### src/rtl/fpu_issue_seq.sv
`default_nettype none
// +----------------------------------------------------------------------------+
// | Module : fpu_issue_seq                                                     |
// | Issues one FP request to FPU_Top and returns its result and flags.         |
// | Rev    : 1.0                                                               |
// +----------------------------------------------------------------------------+
module fpu_issue_seq #(
  parameter int STD = 15
) (
  input  logic           clk,
  input  logic           rst,
  input  logic           req_valid,
  output logic           req_ready,
  input  logic [4:0]     req_op,
  input  logic           req_sgn,
  input  logic [2:0]     req_frm,
  input  logic [STD:0]   req_a,
  input  logic [STD:0]   req_b,
  input  logic [STD:0]   req_c,
  input  logic [31:0]    req_int,
  output logic           rsp_valid,
  input  logic           rsp_ready,
  output logic [STD:0]   rsp_fp,
  output logic [31:0]    rsp_int,
  output logic [4:0]     rsp_flags,
  output logic           rsp_exc,
  output logic [4:0]     fflags,
  input  logic           fflags_clr,
  output logic [STD:0]   fpu_a,
  output logic [STD:0]   fpu_b,
  output logic [STD:0]   fpu_c,
  output logic [31:0]    fpu_int,
  output logic [2:0]     fpu_frm,
  output logic [23:0]    fpu_sfpu_op,
  output logic [27:0]    fpu_vfpu_op,
  output logic [2:0]     fpu_sel,
  output logic           fpu_rst_l,
  input  logic [STD:0]   fpu_res,
  input  logic [31:0]    fpu_rd,
  input  logic [4:0]     fpu_flags,
  input  logic           fpu_exc
);

  typedef enum logic [1:0] {
    S_IDLE  = 2'd0,
    S_ISSUE = 2'd1,
    S_WAIT  = 2'd2,
    S_RESP  = 2'd3
  } state_t;

  localparam logic [4:0] c_last_op       = 5'd21;
  localparam logic [4:0] c_illegal_flags = 5'b10000;

  state_t       r_state, w_state_nxt;
  logic [4:0]   r_op;
  logic         r_sgn;
  logic [2:0]   r_frm;
  logic [STD:0] r_a, r_b, r_c;
  logic [31:0]  r_int;
  logic         r_exc_q;
  logic [STD:0] r_rsp_fp;
  logic [31:0]  r_rsp_int;
  logic [4:0]   r_rsp_flags;
  logic         r_rsp_exc;
  logic [4:0]   r_fflags;

  logic         w_fire, w_legal, w_load;
  logic [4:0]   w_new_flags;
  logic [23:0]  w_sfpu_op;

  assign w_fire      = req_valid & req_ready;
  assign w_legal     = (req_op <= c_last_op);
  // Results are captured either from the FPU (end of WAIT) or synthesised at accept time for illegal ops
  assign w_load      = (r_state == S_WAIT) | (w_fire & ~w_legal);
  assign w_new_flags = (r_state == S_WAIT) ? fpu_flags : c_illegal_flags;

  always_comb begin
    w_state_nxt = r_state;
    case (r_state)
      S_IDLE:  if (w_fire) w_state_nxt = w_legal ? S_ISSUE : S_RESP;
      S_ISSUE: w_state_nxt = S_WAIT;
      S_WAIT:  w_state_nxt = S_RESP;
      S_RESP:  if (rsp_ready) w_state_nxt = S_IDLE;
      default: w_state_nxt = S_IDLE;
    endcase
  end

  always_comb begin
    w_sfpu_op = '0;
    if (r_state == S_ISSUE) begin
      w_sfpu_op = 24'd1 << r_op;
      // Integer conversions carry a signedness modifier in the top two bits
      if (r_op == 5'd14 || r_op == 5'd15) begin
        if (r_sgn) w_sfpu_op[23] = 1'b1;
        else       w_sfpu_op[22] = 1'b1;
      end
    end
  end

  always_ff @(posedge clk or posedge rst) begin
    if (rst) begin
      r_state     <= S_IDLE;
      r_op        <= '0;
      r_sgn       <= 1'b0;
      r_frm       <= '0;
      r_a         <= '0;
      r_b         <= '0;
      r_c         <= '0;
      r_int       <= '0;
      r_exc_q     <= 1'b0;
      r_rsp_fp    <= '0;
      r_rsp_int   <= '0;
      r_rsp_flags <= '0;
      r_rsp_exc   <= 1'b0;
      r_fflags    <= '0;
    end else begin
      r_state <= w_state_nxt;
      if (w_fire) begin
        r_op  <= req_op;
        r_sgn <= req_sgn;
        r_frm <= req_frm;
        r_a   <= req_a;
        r_b   <= req_b;
        r_c   <= req_c;
        r_int <= req_int;
      end
      if (r_state == S_ISSUE) r_exc_q <= fpu_exc;
      if (r_state == S_WAIT) begin
        r_rsp_fp    <= fpu_res;
        r_rsp_int   <= fpu_rd;
        r_rsp_flags <= fpu_flags;
        r_rsp_exc   <= r_exc_q;
      end else if (w_fire & ~w_legal) begin
        r_rsp_fp    <= '0;
        r_rsp_int   <= '0;
        r_rsp_flags <= c_illegal_flags;
        r_rsp_exc   <= 1'b1;
      end
      // A clear coinciding with a load keeps only the newly reported flags
      if (w_load)          r_fflags <= fflags_clr ? w_new_flags : (r_fflags | w_new_flags);
      else if (fflags_clr) r_fflags <= '0;
    end
  end

  assign req_ready   = (r_state == S_IDLE) & ~rst;
  assign rsp_valid   = (r_state == S_RESP);
  assign rsp_fp      = r_rsp_fp;
  assign rsp_int     = r_rsp_int;
  assign rsp_flags   = r_rsp_flags;
  assign rsp_exc     = r_rsp_exc;
  assign fflags      = r_fflags;
  assign fpu_a       = r_a;
  assign fpu_b       = r_b;
  assign fpu_c       = r_c;
  assign fpu_int     = r_int;
  assign fpu_frm     = r_frm;
  assign fpu_sfpu_op = w_sfpu_op;
  assign fpu_vfpu_op = '0;
  assign fpu_sel     = '0;
  assign fpu_rst_l   = ~rst;

endmodule
`default_nettype wire
### config.mk
export PLATFORM = sky130hd
export DESIGN_NAME = fpu_issue_seq
export DESIGN_NICKNAME = d
export VERILOG_FILES = /design/src/rtl/fpu_issue_seq.sv
export SDC_FILE = /design/constraint.sdc
export NUM_CORES = 1
export LEC_CHECK = 0
export BUFFER_PORTS_ARGS = -buffer_cell sky130_fd_sc_hd__buf_2
export CORE_AREA = 2 2 135 137
export CTS_CLUSTER_SIZE = 25
export DETAILED_ROUTE_END_ITERATION = 10
export DIE_AREA = 0 0 137 139
export PLACE_DENSITY = 0.67
export SYNTH_ARGS = -nofsm -noshare
export SYNTH_HDL_FRONTEND = slang
export SYNTH_SLANG_ARGS = --single-unit
### constraint.sdc
create_clock -name clk -period 7.85 [get_ports clk]
set_input_delay 1.57 -clock clk [delete_from_list [all_inputs] [get_ports clk]]
set_output_delay 1.57 -clock clk [all_outputs]
set_load 0.01 [all_outputs]
After elaboration in Yosys (flattened, before gate mapping)
Index checks and enable logic that the tools add are counted.

word-level totals
  bits in registers = 151
  input bits = 148
  output and inout port bits = 200
  word-level logic and storage cells = 55

cells by class
  order comparisons = 1
  eq/ne operators = 7
  shift operators = 1
  mux-type cells = 20
  bitwise gates (word level) = 7
  reductions and logical operators = 5

operator list
  cell                  count
  $mux 32               2
  $mux 16               2
  $mux 5                6
  $mux 24               1
  $shl 1x5->24 const A  1
  $eq 5x4->1 const B    2
  $mux 2                4
  $pmux 2 s4            1
  $le 5x5->1 const B    1
  $or 5x5->5            1
  $eq 2x2->1 const B    2
  $mux 1                4
  $reduce_bool 2->1     2
  $and 1x1->1           3
  $eq 2x1->1 const B    1
  $logic_not 2->1       1
  $ne 2x1->1 const B    1
  $ne 2x2->1 const B    1
  $not 1->1             2
  $reduce_and 2->1      1
  $logic_or 1x1->1      1
  $or 1x1->1            1

Depth between registers and ports, before layout
Gate-level depths: netlist of run 1.

  depth after elaboration = 6
  gate-level depth with buffers = 7

Worst setup path before layout of run 1
OpenSTA, ideal clock, no wires.

  path kind = input-to-output
  from = input rst
  to = output fpu_rst_l
  arrival = 4.730 ns
  required time = 6.280 ns
  path slack = 1.550 ns
  stages on the path = 1
  path buffers = 0
  cell sequence = inv_1

between the ends
  longest elaborated chain between the ends = 1

ends and longest elaborated chain
  element          line  source
  start, declared  11    input logic rst,
  $not 1->1        160   assign fpu_rst_l = ~rst;
  end, declared    37    output logic fpu_rst_l,

No other way between the ends.

Worst setup path in the final report of run 1
Same ends and word-level chain as after synthesis.

==> impl_metrics.xml, run 1 <==
<?xml version="1.0" encoding="UTF-8"?>
<metrics>
  <group name="status">
    <metric name="status" unit="">completed</metric>
  </group>
  <group name="route">
    <metric name="drc_errors" unit="">0</metric>
    <metric name="detail_route.wl_per_cell" unit="µm">14.4</metric>
    <metric name="firstDrtPassIters" unit="">4</metric>
    <metric name="final_antenna_net_count" unit="">0</metric>
    <metric name="via_count" unit="">4951</metric>
    <metric name="totalWireLength" unit="µm">15700</metric>
    <metric name="drt_iter0_markers" unit="">184</metric>
    <metric name="vias_per_cell" unit="">4.54</metric>
  </group>
  <group name="clocking">
    <metric name="tritoncts" unit="">built</metric>
    <metric name="ctsRootBufferMaster" unit="">sky130_fd_sc_hd__clkbuf_16</metric>
    <metric name="cts.htree.levels" unit="">4</metric>
    <metric name="clock-sinks" unit="">151</metric>
    <metric name="ctsHoldBuffers" unit="">0</metric>
    <metric name="cts_made_buffers" unit="">17</metric>
    <metric name="cts_resized" unit="">0</metric>
    <metric name="clk_path_buf_depth" unit="">2</metric>
    <metric name="clock_insertion_delay_worst_skew" unit="ns">0.41</metric>
    <metric name="buffer_count_from_post_cts_setup_fixing" unit="">0</metric>
    <metric name="clk_transition_reported_paths" unit="ns">0.06</metric>
  </group>
  <group name="critical_path">
    <metric name="crit_arrival" unit="ns">2.34</metric>
    <metric name="worst_r2r_path_depth" unit="">5</metric>
    <metric name="setup.worst_path.class" unit="">input pin to primary output</metric>
    <metric name="rrSetupSlack" unit="ns">5.50</metric>
    <metric name="critical_path_required" unit="ns">6.28</metric>
    <metric name="largest_fanout_on_the_critical_path" unit="">53</metric>
    <metric name="critical_path.reg2reg.endpoint" unit="">fpu_b[7]</metric>
    <metric name="timing.rr.start" unit="">r_state[0]</metric>
    <metric name="worstSetupEndpointType" unit="">primary output</metric>
    <metric name="worst_setup_path_start_kind" unit="">input pin</metric>
  </group>
  <group name="global_route">
    <metric name="grt_first_pass_wirelength" unit="µm">24500</metric>
    <metric name="grt_overflow_total" unit="">0</metric>
    <metric name="antenna_found_initial" unit="">0</metric>
    <metric name="via_count_of_the_first_global_routing_pass" unit="">4836</metric>
    <metric name="grt_start_max_net_pins" unit="">86</metric>
    <metric name="globalRouteTotalUtil" unit="">0.164</metric>
  </group>
  <group name="yosys">
    <metric name="synth_async_sr_flop_share" unit="">1.00</metric>
    <metric name="post_synth_inst_count" unit="">536</metric>
    <metric name="synth_edf_count" unit="">0</metric>
    <metric name="yosys_warnings" unit="">0</metric>
    <metric name="postSynth.topFlopCell" unit="">sky130_fd_sc_hd__dfrtp_1</metric>
    <metric name="syn_area" unit="µm²">6300</metric>
    <metric name="syn_avg_cell_area" unit="µm²">11.8</metric>
    <metric name="synth_cell_type_count" unit="">31</metric>
    <metric name="seq_area_frac_synth" unit="">0.600</metric>
    <metric name="synth_seq_cells" unit="">151</metric>
  </group>
  <group name="timing">
    <metric name="grt_setup_unrepaired" unit="">no</metric>
    <metric name="finalWorstSetupSlack" unit="ns">3.94</metric>
    <metric name="tns" unit="ns">0</metric>
    <metric name="clock_skew" unit="ns">0.00877</metric>
    <metric name="achievable_frequency" unit="GHz">0.256</metric>
    <metric name="slew_violations" unit="">0</metric>
    <metric name="tightestPinTransition" unit="ns">1.09</metric>
    <metric name="final.period_utilization" unit="">0.498</metric>
    <metric name="relSlewSlack" unit="">0.273</metric>
    <metric name="report.final.hold_viol_count" unit="">0</metric>
    <metric name="setup_failing_eps_final" unit="">0</metric>
    <metric name="post-route-min-period" unit="ns">3.91</metric>
    <metric name="hold_slack" unit="ns">0.493</metric>
  </group>
  <group name="power">
    <metric name="ir_worst_vdd" unit="mV">0.188</metric>
    <metric name="pwr_dens" unit="nW/µm²">407</metric>
    <metric name="static-leakage-power" unit="µW">0.00443</metric>
  </group>
  <group name="layout">
    <metric name="area_delta_synth_final" unit="%">35.4</metric>
    <metric name="finalNetCount" unit="">1001</metric>
    <metric name="fin_area" unit="µm²">8530</metric>
    <metric name="diodes" unit="">0</metric>
    <metric name="fraction_of_layout_instances_using_a_drive_strength_above_1" unit="">0.524</metric>
  </group>
  <group name="place">
    <metric name="pre_cts_ws" unit="ns">3.90</metric>
    <metric name="dp_hpwl" unit="µm">11500</metric>
    <metric name="placement.io_buffers" unit="">316</metric>
    <metric name="final_wtd_congestion" unit="">0.749</metric>
    <metric name="placement_stage_cell_area" unit="µm²">7960</metric>
  </group>
  <group name="flow_run">
    <metric name="drv_cap" unit="">0</metric>
  </group>
  <group name="floorplan">
    <metric name="chipWidth" unit="µm">137</metric>
    <metric name="die_footprint" unit="µm²">19000</metric>
    <metric name="pin_count" unit="">348</metric>
    <metric name="core_region_area" unit="µm²">17700</metric>
    <metric name="row_count" unit="">49</metric>
    <metric name="die-height" unit="µm">139</metric>
    <metric name="initial_utilization" unit="">0.357</metric>
  </group>
  <group name="hold_path">
    <metric name="holdPathStages" unit="">1</metric>
    <metric name="hold_start" unit="">rsp_flags[2]</metric>
    <metric name="whs_endpoint" unit="">rsp_flags[2]</metric>
    <metric name="worst_hold_path_type" unit="">flop to flop</metric>
  </group>
</metrics>
-- final cells by class --
class	count	area, µm²
multi-input combinational	346	2220
clock buffer	20	457
fill	1653	9130
tap	229	287
sequential	151	3780
timing repair buffer	322	1630
clock inverter	12	113
inverter	10	42.5
-- cells by family after synthesis --
kind of cell | count (synthesis) | share of synthesized area
buffers and inverters | 69 | 0.0661
and+or+nand+nor | 152 | 0.103
muxes | 91 | 0.162
other | 1 | 0.000595
adders and majority gates | 5 | 0.00993
DFF | 151 | 0.600
AOI/OAI and AO/OA | 67 | 0.0582
-- power by group --
part	internal [µW]	switching [µW]
Combinational	612	707
Clock	457	327
Sequential	1170	199
Total	2240	1230
-- sequential cells by signal, indices dropped and copies added, names as in the netlist --
signal,cells
rsp_fp,16
r_op,5
fpu_frm,3
fpu_c,16
rsp_exc,1
fpu_b,16
r_exc_q,1
r_state,2
rsp_flags,5
r_sgn,1
fpu_a,16
fflags,5
rsp_int,32
fpu_int,32
-- worst max-delay path: stages --
cell	delay, ns
sky130_fd_sc_hd__buf_2	0.15
sky130_fd_sc_hd__inv_6	0.35
sky130_fd_sc_hd__buf_2	0.23
-- cells in the final DEF, fill, tap and decap left out, types with 5 or more instances in the layout --
cell                          n
sky130_fd_sc_hd__nor2_1      26
sky130_fd_sc_hd__inv_6        6
sky130_fd_sc_hd__o21ai_0     52
sky130_fd_sc_hd__buf_2      316
sky130_fd_sc_hd__conb_1      31
sky130_fd_sc_hd__clkbuf_16   17
sky130_fd_sc_hd__dfrtp_1    151
sky130_fd_sc_hd__inv_1        8
sky130_fd_sc_hd__nor2b_1      5
sky130_fd_sc_hd__buf_4        6
sky130_fd_sc_hd__mux2_2      90
sky130_fd_sc_hd__nand2_1    105
-- metrics by stage --
stage          total power [µW]  utilization  instances
6_report                   3470        0.483       1090
2_1_floorplan              2160            -        566
3_5_place_dp               2720        0.451       1058
4_1_cts                    3520        0.483       1090
3_3_place_gp               2680        0.451       1058
5_1_grt                    3720        0.483       1090
-- worst max path at each step --
stage / start / endpoint / slack, ns
2_1_floorplan: rst / fpu_rst_l / 1.55
3_3_place_gp: rst / fpu_rst_l / 3.91
4_1_cts: rst / fpu_rst_l / 3.90
6_report: rst / fpu_rst_l / 3.94
5_1_grt: rst / fpu_rst_l / 3.82
3_5_place_dp: rst / fpu_rst_l / 3.90
-- synthesized netlist by cell type (all sizes together), types with 5 or more instances --
library cell,count,area [µm²]
buf,44,322
ha,5,62.6
clkbuf,15,57.6
o21ai,54,270
mux2,90,1010
a21oi,5,28.8
nor2b,5,31.3
dfrtp,151,3780
nor2,26,97.6
inv,9,33.8
nand2,105,394
-- routing by layer --
layer  up-vias  routed length (µm)  track usage
met1      2362                6170        0.189
met3        24                1260       0.0559
li1       2347                   -            -
met5         -                   0            0
met2       218                7950        0.279
met4         0                 299       0.0602
Power figures use the tool's default switching activity.
==> run 2, diff against run 1 <==
--- a/config.mk
+++ b/config.mk
@@ -6,11 +6,11 @@
 export NUM_CORES = 1
 export LEC_CHECK = 0
 export BUFFER_PORTS_ARGS = -buffer_cell sky130_fd_sc_hd__buf_2
-export CORE_AREA = 2 2 135 137
+export CORE_AREA = 2 2 137 139
 export CTS_CLUSTER_SIZE = 25
 export DETAILED_ROUTE_END_ITERATION = 10
-export DIE_AREA = 0 0 137 139
-export PLACE_DENSITY = 0.67
+export DIE_AREA = 0 0 139 141
+export PLACE_DENSITY = 0.68
 export SYNTH_ARGS = -nofsm -noshare
 export SYNTH_HDL_FRONTEND = slang
 export SYNTH_SLANG_ARGS = --single-unit
==> constraint.sdc (replaced) <==
create_clock -name clk -period 3.4 [get_ports clk]
set_input_delay 0.68 -clock clk [delete_from_list [all_inputs] [get_ports clk]]
set_output_delay 0.68 -clock clk [all_outputs]
set_load 0.01 [all_outputs]
==> impl_metrics.xml, run 2 (synthesis gave the netlist of run 1 again) <==
<?xml version="1.0" encoding="UTF-8"?>
<metrics>
  <group name="status">
    <metric name="status" unit="">completed</metric>
  </group>
  <group name="clocking">
    <metric name="ctsRootBufferMaster" unit="">sky130_fd_sc_hd__clkbuf_16</metric>
    <metric name="cts.htree.levels" unit="">4</metric>
    <metric name="tritoncts" unit="">built</metric>
    <metric name="clock_insertion_delay_worst_skew" unit="ns">0.42</metric>
    <metric name="ctsHoldBuffers" unit="">0</metric>
    <metric name="cts_resized" unit="">0</metric>
    <metric name="clk_path_buf_depth" unit="">2</metric>
    <metric name="buffer_count_from_post_cts_setup_fixing" unit="">0</metric>
    <metric name="clock-sinks" unit="">151</metric>
    <metric name="clk_transition_reported_paths" unit="ns">0.07</metric>
    <metric name="cts_made_buffers" unit="">17</metric>
  </group>
  <group name="timing">
    <metric name="grt_setup_unrepaired" unit="">no</metric>
    <metric name="tightestPinTransition" unit="ns">1.01</metric>
    <metric name="slew_violations" unit="">0</metric>
    <metric name="achievable_frequency" unit="GHz">0.376</metric>
    <metric name="tns" unit="ns">0</metric>
    <metric name="relSlewSlack" unit="">0.330</metric>
    <metric name="report.final.hold_viol_count" unit="">0</metric>
    <metric name="setup_failing_eps_final" unit="">0</metric>
    <metric name="final.period_utilization" unit="">0.783</metric>
    <metric name="hold_slack" unit="ns">0.464</metric>
    <metric name="clock_skew" unit="ns">0.00785</metric>
    <metric name="post-route-min-period" unit="ns">2.66</metric>
  </group>
  <group name="place">
    <metric name="dp_hpwl" unit="µm">11800</metric>
    <metric name="placement.io_buffers" unit="">316</metric>
    <metric name="final_wtd_congestion" unit="">0.804</metric>
  </group>
  <group name="critical_path">
    <metric name="rrSetupSlack" unit="ns">1.19</metric>
    <metric name="timing.rr.start" unit="">r_state[0]</metric>
    <metric name="worst_setup_path_start_kind" unit="">flop</metric>
    <metric name="cp-startpoint" unit="">r_state[1]</metric>
    <metric name="critical_path.reg2reg.endpoint" unit="">rsp_int[26]</metric>
    <metric name="setup.worst_path.class" unit="">flop to primary output</metric>
    <metric name="worstSetupEndpointType" unit="">primary output</metric>
    <metric name="timing.critical_path.to" unit="">fpu_sfpu_op[8]</metric>
    <metric name="worst_r2r_path_depth" unit="">6</metric>
    <metric name="crit_arrival" unit="ns">1.98</metric>
    <metric name="largest_fanout_on_the_critical_path" unit="">5</metric>
    <metric name="critical_path_required" unit="ns">2.72</metric>
  </group>
  <group name="route">
    <metric name="vias_per_cell" unit="">4.45</metric>
    <metric name="top_layer_used" unit="">met4</metric>
    <metric name="met3_wirelength" unit="µm">1260</metric>
    <metric name="totalWireLength" unit="µm">16500</metric>
    <metric name="met1Wirelength" unit="µm">6600</metric>
    <metric name="detail_route.wl_per_cell" unit="µm">15.1</metric>
    <metric name="via_count" unit="">4879</metric>
    <metric name="final_antenna_net_count" unit="">0</metric>
    <metric name="drc_errors" unit="">0</metric>
    <metric name="firstDrtPassIters" unit="">4</metric>
    <metric name="drt_iter0_markers" unit="">197</metric>
    <metric name="met2RoutedLength" unit="µm">8230</metric>
  </group>
  <group name="hold_path">
    <metric name="worst_hold_path_type" unit="">input pin to flop</metric>
  </group>
  <group name="power">
    <metric name="ir_worst_vdd" unit="mV">0.449</metric>
    <metric name="static-leakage-power" unit="µW">0.00447</metric>
    <metric name="pwr_dens" unit="nW/µm²">963</metric>
  </group>
  <group name="floorplan">
    <metric name="die_footprint" unit="µm²">19600</metric>
    <metric name="core_region_area" unit="µm²">18300</metric>
    <metric name="chipWidth" unit="µm">139</metric>
    <metric name="pin_count" unit="">348</metric>
    <metric name="row_count" unit="">50</metric>
    <metric name="die-height" unit="µm">141</metric>
    <metric name="initial_utilization" unit="">0.345</metric>
  </group>
  <group name="layout">
    <metric name="layout.cells.most_common" unit="">sky130_fd_sc_hd__buf_2</metric>
    <metric name="layout.cells.most_common_list" unit="">316 x sky130_fd_sc_hd__buf_2, 151 x sky130_fd_sc_hd__dfrtp_1, 105 x sky130_fd_sc_hd__nand2_1</metric>
    <metric name="finalNetCount" unit="">1001</metric>
    <metric name="fraction_of_layout_instances_using_a_drive_strength_above_1" unit="">0.525</metric>
    <metric name="area_delta_synth_final" unit="%">37.1</metric>
    <metric name="n_fill_cell" unit="">1752</metric>
  </group>
  <group name="global_route">
    <metric name="via_count_of_the_first_global_routing_pass" unit="">4933</metric>
    <metric name="grt_overflow_total" unit="">0</metric>
    <metric name="antenna_found_initial" unit="">1</metric>
    <metric name="grt_start_max_net_pins" unit="">80</metric>
    <metric name="grt_first_pass_wirelength" unit="µm">25700</metric>
    <metric name="globalRouteTotalUtil" unit="">0.166</metric>
  </group>
  <group name="flow_run">
    <metric name="drv_cap" unit="">0</metric>
  </group>
</metrics>
## run 2: cell types whose count changed in the layout (fill, tap and decap cells not counted), sizes merged
cell and change:
diode +1, clkbuf -3, bufinv +3
## run 2: where the power goes
| part | total, µW | internal [µW] | switching [µW] |
|---|---|---|---|
| combinational | 3100 | 1430 | 1660 |
| sequential | 3150 | 2690 | 454 |
| clock | 2070 | 1250 | 819 |
| total | 8310 | 5380 | 2930 |
## run 2: per-layer routing
metal | track usage | up-vias
met5 | 0 | -
met2 | 0.277 | 212
li1 | - | 2349
met3 | 0.0591 | 29
met4 | 0.0702 | 0
met1 | 0.195 | 2289
## run 2: through the flow
step	setup slack (ns)	cells	power, µW	area [µm²]	utilization
after floorplan	0.174	566	4980	6410	-
after global placement	1.14	1063	6220	7990	0.437
after detailed placement	1.08	1063	6310	7990	0.437
after CTS	0.710	1095	8430	8630	0.472
after global routing	0.526	1096	8870	8630	0.473
final	0.739	1096	8310	8630	0.473
## run 2: final cells by class
cell class	count	area (µm²)	share of cell area
Sequential cell	151	3780	0.438
Clock buffer	17	425	0.0493
Clock inverter	15	216	0.0251
Inverter	10	41.3	0.00478
Timing Repair Buffer	322	1650	0.191
Multi-Input combinational cell	346	2220	0.258
Tap cell	234	293	0.0339
Antenna cell	1	2.50	0.000290
## run 2: worst min-delay path by stage
stage | from | endpoint | slack (ns) | depth (start not counted)
2_1_floorplan | r_exc_q | r_exc_q | 0.48 | 1
3_3_place_gp | rsp_flags[2] | rsp_flags[2] | 0.48 | 1
3_5_place_dp | rsp_flags[2] | rsp_flags[2] | 0.48 | 1
4_1_cts | fpu_rd[1] | rsp_int[1] | 0.44 | 3
5_1_grt | fpu_rd[18] | rsp_int[18] | 0.45 | 3
6_report | fpu_rd[15] | rsp_int[15] | 0.46 | 3
## run 2: critical path, cell delays in order, from the launching register on
cell and delay, ns:
sky130_fd_sc_hd__dfrtp_1 0.41, sky130_fd_sc_hd__inv_1 0.11, sky130_fd_sc_hd__ha_1 0.24, sky130_fd_sc_hd__nor2b_1 0.27, sky130_fd_sc_hd__nand3b_1 0.19, sky130_fd_sc_hd__nor2_1 0.19, sky130_fd_sc_hd__buf_2 0.16
